--- src/rtl/decode_stage.sv ---
// Pipelined MIPS decode stage: valid/ready handshake, one-cycle registered control bundle.
// Optional load-use interlock enabled by defining DECODE_HAZARD_EN.
module decode_stage #(
    parameter int XLEN     = 32,
    parameter int ALUOP_W  = 3,
    parameter int LOAD_LAT = 1
) (
    input  logic               i_clk,
    input  logic               i_reset,
    input  logic               i_if_valid,
    output logic               o_if_ready,
    input  logic [31:0]        i_instruction,
    input  logic [31:0]        i_pc_in,
    input  logic               i_flush,
    output logic               o_id_valid,
    input  logic               i_ex_ready,
    output logic [4:0]         o_rs,
    output logic [4:0]         o_rt,
    output logic [4:0]         o_wr_addr,
    output logic               o_reg_wr,
    output logic               o_mem_rd,
    output logic               o_dm_wr,
    output logic               o_alu_src,
    output logic               o_branch,
    output logic               o_branch_ne,
    output logic               o_jump,
    output logic               o_jump_reg,
    output logic               o_link,
    output logic               o_illegal,
    output logic [ALUOP_W-1:0] o_alu_op,
    output logic [XLEN-1:0]    o_imm_ext,
    output logic [25:0]        o_imm26,
    output logic [31:0]        o_pc_out
);

    localparam logic [5:0] OP_RTYPE = 6'b000000;
    localparam logic [5:0] OP_J     = 6'b000010;
    localparam logic [5:0] OP_JAL   = 6'b000011;
    localparam logic [5:0] OP_BEQ   = 6'b000100;
    localparam logic [5:0] OP_BNE   = 6'b000101;
    localparam logic [5:0] OP_ADDI  = 6'b001000;
    localparam logic [5:0] OP_ADDIU = 6'b001001;
    localparam logic [5:0] OP_XORI  = 6'b001110;
    localparam logic [5:0] OP_LW    = 6'b100011;
    localparam logic [5:0] OP_SW    = 6'b101011;

    localparam logic [5:0] FN_ADD  = 6'b100000;
    localparam logic [5:0] FN_ADDU = 6'b100001;
    localparam logic [5:0] FN_SUB  = 6'b100010;
    localparam logic [5:0] FN_SLT  = 6'b101010;
    localparam logic [5:0] FN_JR   = 6'b001000;

    localparam logic [ALUOP_W-1:0] ALU_ADD = ALUOP_W'(0);
    localparam logic [ALUOP_W-1:0] ALU_SUB = ALUOP_W'(1);
    localparam logic [ALUOP_W-1:0] ALU_SLT = ALUOP_W'(2);
    localparam logic [ALUOP_W-1:0] ALU_XOR = ALUOP_W'(3);

    if (LOAD_LAT < 1 || LOAD_LAT > 3) begin : g_bad_load_lat
        $error("decode_stage: LOAD_LAT must be in 1..3");
    end

    typedef struct packed {
        logic [4:0]         rs;
        logic [4:0]         rt;
        logic [4:0]         wr_addr;
        logic               reg_wr;
        logic               mem_rd;
        logic               dm_wr;
        logic               alu_src;
        logic               branch;
        logic               branch_ne;
        logic               jump;
        logic               jump_reg;
        logic               link;
        logic               illegal;
        logic [ALUOP_W-1:0] alu_op;
        logic [XLEN-1:0]    imm_ext;
        logic [25:0]        imm26;
        logic [31:0]        pc;
    } bundle_t;

    logic [5:0]  w_opcode;
    logic [5:0]  w_funct;
    logic [4:0]  w_rs;
    logic [4:0]  w_rt;
    logic [4:0]  w_rd;
    logic [15:0] w_imm16;
    bundle_t     w_dec;
    bundle_t     r_out;
    logic        r_id_valid;
    logic        w_advance;
    logic        w_accept;
    logic        w_stall;

    assign w_opcode = i_instruction[31:26];
    assign w_rs     = i_instruction[25:21];
    assign w_rt     = i_instruction[20:16];
    assign w_rd     = i_instruction[15:11];
    assign w_funct  = i_instruction[5:0];
    assign w_imm16  = i_instruction[15:0];

    always_comb begin
        w_dec         = '0;
        w_dec.rs      = w_rs;
        w_dec.rt      = w_rt;
        w_dec.imm26   = i_instruction[25:0];
        w_dec.pc      = i_pc_in;
        w_dec.imm_ext = {{(XLEN-16){w_imm16[15]}}, w_imm16};
        case (w_opcode)
            OP_RTYPE: begin
                w_dec.wr_addr = w_rd;
                case (w_funct)
                    FN_ADD, FN_ADDU: w_dec.reg_wr = 1'b1;
                    FN_SUB: begin w_dec.reg_wr = 1'b1; w_dec.alu_op = ALU_SUB; end
                    FN_SLT: begin w_dec.reg_wr = 1'b1; w_dec.alu_op = ALU_SLT; end
                    FN_JR:  w_dec.jump_reg = 1'b1;
                    default: begin w_dec.illegal = 1'b1; w_dec.wr_addr = 5'd0; end
                endcase
            end
            OP_ADDI, OP_ADDIU: begin
                w_dec.wr_addr = w_rt; w_dec.reg_wr = 1'b1; w_dec.alu_src = 1'b1;
            end
            OP_XORI: begin
                w_dec.wr_addr = w_rt; w_dec.reg_wr = 1'b1; w_dec.alu_src = 1'b1;
                w_dec.alu_op  = ALU_XOR;
                w_dec.imm_ext = XLEN'(w_imm16);
            end
            OP_LW: begin
                w_dec.wr_addr = w_rt; w_dec.reg_wr = 1'b1; w_dec.alu_src = 1'b1;
                w_dec.mem_rd  = 1'b1;
            end
            OP_SW:  begin w_dec.dm_wr = 1'b1; w_dec.alu_src = 1'b1; end
            OP_BEQ: begin w_dec.branch = 1'b1; w_dec.alu_op = ALU_SUB; end
            OP_BNE: begin
                w_dec.branch = 1'b1; w_dec.branch_ne = 1'b1; w_dec.alu_op = ALU_SUB;
            end
            OP_J:   w_dec.jump = 1'b1;
            OP_JAL: begin
                w_dec.jump = 1'b1; w_dec.link = 1'b1;
                w_dec.wr_addr = 5'd31; w_dec.reg_wr = 1'b1;
            end
            default: w_dec.illegal = 1'b1;
        endcase
        // Writes to $0 are architecturally discarded, so never request them.
        if (w_dec.wr_addr == 5'd0) w_dec.reg_wr = 1'b0;
    end

    assign w_advance  = ~r_id_valid | i_ex_ready;
    assign o_if_ready = ~i_reset & ~i_flush & ~w_stall & w_advance;
    assign w_accept   = i_if_valid & o_if_ready;

`ifdef DECODE_HAZARD_EN
    logic [4:0] r_pend_dst;
    logic [1:0] r_pend_cnt;
    logic       w_reads_rs;
    logic       w_reads_rt;

    always_comb begin
        w_reads_rs = 1'b0;
        w_reads_rt = 1'b0;
        case (w_opcode)
            OP_RTYPE: begin
                case (w_funct)
                    FN_ADD, FN_ADDU, FN_SUB, FN_SLT: begin w_reads_rs = 1'b1; w_reads_rt = 1'b1; end
                    FN_JR:   w_reads_rs = 1'b1;
                    default: ;
                endcase
            end
            OP_ADDI, OP_ADDIU, OP_XORI, OP_LW: w_reads_rs = 1'b1;
            OP_SW, OP_BEQ, OP_BNE: begin w_reads_rs = 1'b1; w_reads_rt = 1'b1; end
            default: ;
        endcase
    end

    assign w_stall = (r_pend_cnt != 2'd0) & i_if_valid &
                     ((w_reads_rs & (w_rs == r_pend_dst)) | (w_reads_rt & (w_rt == r_pend_dst)));

    // The newest load always owns the tracker; the count only drains when the output slot moves.
    always_ff @(posedge i_clk) begin
        if (i_reset) begin
            r_pend_dst <= 5'd0;
            r_pend_cnt <= 2'd0;
        end else if (i_flush) begin
            r_pend_cnt <= 2'd0;
        end else if (w_accept && (w_opcode == OP_LW) && (w_rt != 5'd0)) begin
            r_pend_dst <= w_rt;
            r_pend_cnt <= 2'(LOAD_LAT);
        end else if (w_advance && (r_pend_cnt != 2'd0)) begin
            r_pend_cnt <= r_pend_cnt - 2'd1;
        end
    end
`else
    assign w_stall = 1'b0;
`endif

    always_ff @(posedge i_clk) begin
        if (i_reset) begin
            r_out      <= '0;
            r_id_valid <= 1'b0;
        end else if (i_flush) begin
            r_id_valid <= 1'b0;
        end else if (w_advance) begin
            r_id_valid <= w_accept;
            if (w_accept) r_out <= w_dec;
        end
    end

    assign o_id_valid  = r_id_valid;
    assign o_rs        = r_out.rs;
    assign o_rt        = r_out.rt;
    assign o_wr_addr   = r_out.wr_addr;
    assign o_reg_wr    = r_out.reg_wr;
    assign o_mem_rd    = r_out.mem_rd;
    assign o_dm_wr     = r_out.dm_wr;
    assign o_alu_src   = r_out.alu_src;
    assign o_branch    = r_out.branch;
    assign o_branch_ne = r_out.branch_ne;
    assign o_jump      = r_out.jump;
    assign o_jump_reg  = r_out.jump_reg;
    assign o_link      = r_out.link;
    assign o_illegal   = r_out.illegal;
    assign o_alu_op    = r_out.alu_op;
    assign o_imm_ext   = r_out.imm_ext;
    assign o_imm26     = r_out.imm26;
    assign o_pc_out    = r_out.pc;

endmodule

--- config.mk ---
export PLATFORM = sky130hd
export DESIGN_NAME = decode_stage
export DESIGN_NICKNAME = d
export VERILOG_FILES = /design/src/rtl/decode_stage.sv
export SDC_FILE = /design/constraint.sdc
export NUM_CORES = 1
export LEC_CHECK = 0
export ABC_AREA = 1
export CORE_AREA = 2 2 113 93
export DETAILED_ROUTE_END_ITERATION = 8
export DIE_AREA = 0 0 115 95
export HOLD_SLACK_MARGIN = 0.06
export PLACE_DENSITY = 0.72
export SYNTH_ARGS = -nofsm -noshare
export SYNTH_HDL_FRONTEND = slang
export SYNTH_SLANG_ARGS = --single-unit
export TNS_END_PERCENT = 1
--- constraint.sdc ---
create_clock -name i_clk -period 1.8 [get_ports i_clk]
set_clock_uncertainty 0.1 [all_clocks]
set_input_delay 0.45 -clock i_clk [delete_from_list [all_inputs] [get_ports i_clk]]
set_output_delay 0.45 -clock i_clk [all_outputs]
set_load 0.02 [all_outputs]
==> flow_metrics.py, run 1 <==
metrics = {
    "outcome": {
        "outcome": "finished, final reports clean",
    },
    "global_routing": {
        "antenna_found_initial": 0,
        "grt_pass1_vias": 3333,
        "grt_use_total_pct": 18.5,
        "grt_busiest_layer": "met2",
        "met3_usage_pct": 7.06,
        "met2_usage_pct": 33.2,
        "grt_pass1_wl_um": 15800,
        "grt.overflow.total": 0,
        "grt_use_met1_pct": 20.3,
        "grt_max_degree": 38,
    },
    "critical_path": {
        "path_class": "in -> reg",
        "path_cells": "clkdlybuf4s50_1 > inv_1 > nor2_2 > nand3_2 > nand3_4 > nand3_1 > and3_4 > nand3_1 > nand2_1 > a21oi_2",
        "cp_num_buf_inv": 2,
        "path_common_cell": "nand3_1",
        "cp_max_fo": 6,
        "cp-end-kind": "flop",
        "worstRegToRegCells": 11,
        "cp.arrival_ns": 1.93,
        "worstSetupPathDepth": 10,
        "cp-start-kind": "input pin",
        "critPathSlowestCell": "clkdlybuf4s50_1",
        "crit_required_ns": 1.97,
        "cpPeakStageDelay_ns": 0.49,
        "critPathTopFamily": "simple AND/OR/NAND/NOR gates",
    },
    "route": {
        "drc": 0,
        "drt-initial-drc-count": 222,
        "first_pass_iters": 4,
        "avgViaCountPerCell": 4.64,
        "wl_per_cell_um": 13.9,
        "drtAntennaViolNets": 0,
        "num_vias": 3494,
        "routed_wirelength_um": 10500,
    },
    "floorplanning": {
        "boundaryPins": 189,
        "start_util_pct": 34.0,
        "die_w_um": 115,
        "die_area_um2": 10900,
        "row_count": 33,
        "die_h_um": 95,
        "core_um2": 9910,
    },
    "clock_network": {
        "cts_root_buffer": "clkbuf_16",
        "htreeDepth": 3,
        "cts_made_buffers": 9,
        "cts.clk_slew.worst_paths_ns": 0.06,
        "clk_latency_ns": 0.33,
        "cts_sinks": 77,
        "clockBufferDepth": 2,
        "cts_tree": "built",
    },
    "synth": {
        "synth_fp_nets": 520,
        "async_flop_share_pct": 0,
        "syn_inst": 451,
        "ys_types": 29,
        "yosysSeqAreaShare_pct": 45.7,
        "yosys_warnings": 0,
        "synthFlopType": "dfxtp_1",
        "synth_seq_cells": 77,
        "syn_area_um2": 3370,
        "syn_area_per_cell_um2": 7.47,
        "synth-edff-count": 0,
    },
    "timing": {
        "rsz0062_at_grt": "yes",
        "maxSlewViolCount": 0,
        "finalHoldViolCount": 0,
        "timing.final.ws_setup_ns": 0.0426,
        "finalSetupViolCount": 0,
        "setup_tns_ns": 0,
        "min_period_ns": 1.76,
        "max_freq_ghz": 0.569,
        "fin_crit_sh_pct": 97.6,
    },
    "run": {
        "maxCapViolations": 0,
    },
    "place": {
        "gp_congestion": 0.824,
        "portBuffers": 187,
        "hpwlAfterDp_um": 7680,
        "dp_slack_ns": -0.492,
    },
    "power_and_ir_drop": {
        "ir_drop_v": 0.000672,
        "p_leak_nw": 2.83,
        "pwr-share-clk_pct": 39.5,
        "comb_power_share_pct": 16.4,
        "internal_power_mw": 3.04,
        "p_seq_share_pct": 44.0,
        "p_sw_mw": 1.04,
        "power-per-cell-area_nw_per_um2": 732,
        "netSwitchingFraction_pct": 25.5,
    },
    "final_layout": {
        "num-nets-final": 696,
        "largest_register_ffs": 32,
        "drive_above_1_share_pct": 15.1,
        "nFillCells": 921,
        "antennaDiodeCount": 0,
        "syn_to_final_growth_pct": 65.5,
    },
    "worst_hold_path": {
        "holdPathStages": 4,
        "hold_path.class": "in -> reg",
    },
}
## final timing paths
path                                              start                       to  slack (ns)
worst max-delay path                   i_instruction[3]    o_reg_wr$_SDFFE_PP0P_        0.04
worst min-delay path                            i_flush  o_id_valid$_SDFFE_PP0N_        0.31
worst max register to register  o_id_valid$_SDFFE_PP0N_    o_reg_wr$_SDFFE_PP0P_        0.26
worst min register to register  o_jump_reg$_SDFFE_PP0P_  o_jump_reg$_SDFFE_PP0P_        0.36
## logic make-up after synthesis
family | Yosys count | synth area share (%)
AO/OA/AOI/OAI | 93 | 14.5
other | 1 | 0.111
flip-flops | 77 | 45.7
AND/OR/NAND/NOR | 191 | 24.3
buffers and inverters | 89 | 15.4
## power groups by stage
stage                     clock network [mW]  registers, mW  logic [mW]
final                                   1.61           1.80       0.672
after detailed placement                   0           1.84       0.713
after floorplan                            0           1.91       0.257
after global placement                     0           1.83       0.705
after global routing                    1.74           1.81       0.724
after CTS                               1.67           1.80       0.657
## worst register-to-register path, stage by stage (launching register included)
cell and delay (ns):
dfxtp_1 0.33, inv_1 0.07, nor2_4 0.12, nor2_4 0.05, buf_4 0.13, nand2_4 0.11, inv_6 0.08, buf_4 0.14
o31ai_1 0.07, inv_1 0.07, nand2_1 0.09, a21oi_2 0.05
## cell type report
| type | instances | area (µm²) | area share, % |
|---|---|---|---|
| Timing Repair Buffer | 230 | 2140 | 38.4 |
| Sequential cell | 77 | 1540 | 27.6 |
| Multi-Input combinational cell | 285 | 1390 | 24.9 |
| Clock buffer | 13 | 250 | 4.49 |
| Tap cell | 122 | 153 | 2.74 |
| Inverter | 24 | 95.1 | 1.70 |
| Clock inverter | 2 | 10.0 | 0.179 |
## metal layers
metal  routed length [µm]  share of wire (%)
met1                 4310                 41
met2                 5130                 49
met3                  870                8.3
met4                  142                1.4
met5                    0                  0
## cells in the final DEF, fill, tap and decap left out, types with 2 or more instances in the layout
| cell type | synthesis | routed |
|---|---|---|
| inv_1 | 18 | 16 |
| buf_6 | 1 | 4 |
| o21bai_1 | 4 | 4 |
| dlygate4sd2_1 | 0 | 118 |
| buf_12 | 0 | 3 |
| nand3_1 | 17 | 12 |
| nand2_1 | 129 | 129 |
| nor2_1 | 26 | 18 |
| dlymetal6s2s_1 | 0 | 12 |
| nand3_2 | 3 | 7 |
| nand2_4 | 1 | 2 |
| a31oi_1 | 2 | 2 |
| o21ai_0 | 15 | 15 |
| nor2_2 | 4 | 9 |
| clkbuf_16 | 0 | 10 |
| nor2_4 | 2 | 5 |
| buf_4 | 44 | 36 |
| dfxtp_1 | 77 | 77 |
| clkdlybuf4s50_1 | 0 | 55 |
| clkbuf_1 | 11 | 3 |
| clkinv_2 | 0 | 2 |
| inv_2 | 6 | 7 |
| nand2_2 | 3 | 2 |
| a21oi_1 | 68 | 68 |
## cells in the mapped netlist (2+ instances only)
master	number	area share [%]
nand2_1	129	14
dfxtp_1	77	46
a21oi_1	68	10
buf_4	44	9.8
nor2_1	26	2.9
inv_1	18	2.0
nand3_1	17	2.5
o21ai_0	15	2.2
clkbuf_1	11	1.2
buf_2	9	1.3
inv_2	6	0.67
nor2_2	4	0.74
o21bai_1	4	0.89
nand2_2	3	0.56
nand3_2	3	0.89
a31oi_1	2	0.37
nor2_4	2	0.67
nor3_1	2	0.30
## metrics by stage
stage / total power, mW / hold slack (ns) / util, % / area (µm²) / std cells
4_1_cts: 4.13 / 0.318 / 54.9 / 5440 / 751
5_1_grt: 4.27 / 0.306 / 56.3 / 5580 / 753
3_5_place_dp: 2.55 / 0.357 / 53.6 / 5310 / 736
6_report: 4.08 / 0.311 / 56.3 / 5580 / 753
2_1_floorplan: 2.16 / 0.440 / - / 3370 / 451
3_3_place_gp: 2.54 / 0.351 / 53.6 / 5310 / 736
## timing repair
action | 4_1_cts | 5_1_grt
setup buffers | 0 | 1
cloned | 0 | 1
pin swaps | 0 | 7
resized for setup | 125 | 37
endpoints found under the setup margin | 144 | 62
hold buffers | 0 | 0
No activity file was read; power rests on OpenSTA's default activity.
==> run 2: changes to the inputs <==
Settings changed: SKIP_CTS_REPAIR_TIMING from default to 1.
==> run 2 against run 1 <==
Compared with the run above: the run now ends with negative setup slack left; clock power hardly changed; sequential power hardly changed; worst hold slack better by 0.020 ns; worst setup slack worse by 0.16 ns; global-route usage is 0.068 points lower; routed wire length is 0.40% higher; non-clock buffer count is 2 lower; critical path depth is 5 lower; utilization is 3.2 points higher; critical endpoint is now o_if_ready; largest cell class unchanged.
==> flow_metrics.py, run 2 (synthesis gave the netlist of run 1 again) <==
metrics = {
    "critical_path": {
        "cpPeakStageDelay_ns": 0.41,
        "path_cells": "clkdlybuf4s50_1 > nor2_2 > inv_2 > nor2_4 > dlymetal6s2s_1",
        "cp.arrival_ns": 1.37,
        "r2r-start": "o_id_valid$_SDFFE_PP0N_",
        "path_class": "in -> out",
        "cp-start-kind": "input pin",
        "critPathTopFamily": "buffers and inverters",
        "cp_num_buf_inv": 3,
        "cp-end-kind": "primary output",
        "critPathSlowestCell": "clkdlybuf4s50_1",
        "crit_start": "i_flush",
        "cp_max_fo": 2,
        "crit_required_ns": 1.25,
    },
    "place": {
        "portBuffers": 187,
        "dp_slack_ns": -0.492,
        "hpwlAfterDp_um": 7680,
        "dpl_cell_area_um2": 5310,
        "gp_congestion": 0.824,
        "placed_cells": 736,
    },
    "timing": {
        "finalHoldViolCount": 0,
        "finalSetupViolCount": 2,
        "maxSlewViolCount": 0,
        "rsz0062_at_grt": "yes",
        "min_period_ns": 1.92,
        "fin_crit_sh_pct": 107,
        "setup_tns_ns": -0.166,
        "timing.final.ws_setup_ns": -0.118,
        "max_freq_ghz": 0.521,
    },
    "power_and_ir_drop": {
        "ir_drop_v": 0.000675,
        "p_leak_nw": 4.29,
        "total_power_mw": 4.11,
        "power-per-cell-area_nw_per_um2": 697,
    },
    "worst_hold_path": {
        "hp-start": "i_reset",
        "hold_path.class": "in -> reg",
    },
    "final_layout": {
        "multi_input_area_um2": 1330,
        "instances_no_fill": 751,
        "drive_above_1_share_pct": 12.9,
        "nFillCells": 866,
        "syn_to_final_growth_pct": 75.0,
        "antennaDiodeCount": 0,
        "regArea_um2": 1540,
        "layout_commonest_cell": "nand2_1",
        "num-nets-final": 694,
        "largest_register_ffs": 32,
        "final_cell_area_um2": 5900,
        "final_cell_mix": "nand2_1 (129), dlymetal6s2s_1 (122), dfxtp_1 (77)",
    },
    "clock_network": {
        "cts_sinks": 77,
        "cts_root_buffer": "clkbuf_16",
        "cts_made_buffers": 9,
        "cts_tree": "built",
        "clockBufferDepth": 2,
        "htreeDepth": 3,
        "cts.clk_slew.worst_paths_ns": 0.05,
        "clk_latency_ns": 0.33,
    },
    "route": {
        "drtAntennaViolNets": 0,
        "drc": 0,
        "routed_wirelength_um": 10500,
        "avgViaCountPerCell": 4.65,
        "drt-initial-drc-count": 156,
        "wl_per_cell_um": 14.0,
        "first_pass_iters": 5,
        "num_vias": 3493,
    },
    "floorplanning": {
        "start_util_pct": 34.0,
        "row_count": 33,
        "core_um2": 9910,
        "die_w_um": 115,
        "die_h_um": 95,
        "die_area_um2": 10900,
        "boundaryPins": 189,
    },
    "global_routing": {
        "met3_usage_pct": 7.12,
        "grt_use_total_pct": 18.4,
        "grt_pass1_wl_um": 15800,
        "grt_use_met1_pct": 20.4,
        "grt_max_degree": 38,
        "antenna_found_initial": 0,
        "grt.overflow.total": 0,
        "met2_usage_pct": 32.9,
        "grt_pass1_vias": 3327,
        "grt_busiest_layer": "met2",
    },
    "outcome": {
        "violations": "negative setup slack",
        "outcome": "finished, violations left",
    },
    "run": {
        "maxCapViolations": 0,
    },
}
-- run 2: cell types whose count changed in the layout (fill, tap and decap cells not counted), moves of 3 or more --
| cell | previous run | this run |
|---|---|---|
| nor2_1 | 18 | 22 |
| dlygate4sd2_1 | 118 | 0 |
| dlymetal6s2s_1 | 12 | 122 |
| nand3_2 | 7 | 4 |
| nor2_4 | 5 | 2 |
| nand3_1 | 12 | 16 |
| clkdlybuf4s50_1 | 55 | 64 |
-- run 2: worst min-delay path, stage by stage --
cell	delay [ns]
buf_2	0.12
nor2_2	0.04
inv_2	0.07
nor2_1	0.04
-- run 2: per-stage QoR --
step	util (%)	hold slack, ns
6_report	59.5	0.331
5_1_grt	59.5	0.323
4_1_cts	56.2	0.318
3_5_place_dp	53.6	0.357
3_3_place_gp	53.6	0.351
2_1_floorplan	-	0.440
-- run 2: routing by layer --
layer	vias up	part of all wire, %
met5	-	0
met4	0	1.2
met3	11	8.8
met2	134	49
met1	1602	41
li1	1746	-
-- run 2: final cells by class --
class / count / area share [%]
timing repair buffer: 228 / 42.8
sequential: 77 / 26.1
multi-input combinational: 285 / 22.5
clock buffer: 13 / 4.24
tap: 122 / 2.59
inverter: 24 / 1.57
clock inverter: 2 / 0.170
-- run 2: path summary, 6_finish.rpt --
check,to,slack [ns],cells past startpoint
setup / recovery,o_if_ready,-0.12,5
hold / removal,o_id_valid$_SDFFE_PP0N_,0.33,4
setup reg to reg,o_reg_wr$_SDFFE_PP0P_,0.20,11
hold reg to reg,o_pc_out[25]$_SDFFE_PP0P_,0.36,2
-- run 2: report_power, final --
group / leakage (nW) / total (mW) / internal (mW) / switching [mW]
registers: 0.626 / 1.80 / 1.76 / 0.0332
clock network: 0.129 / 1.61 / 0.959 / 0.655
logic: 3.53 / 0.700 / 0.357 / 0.344
total: 4.29 / 4.11 / 3.08 / 1.03
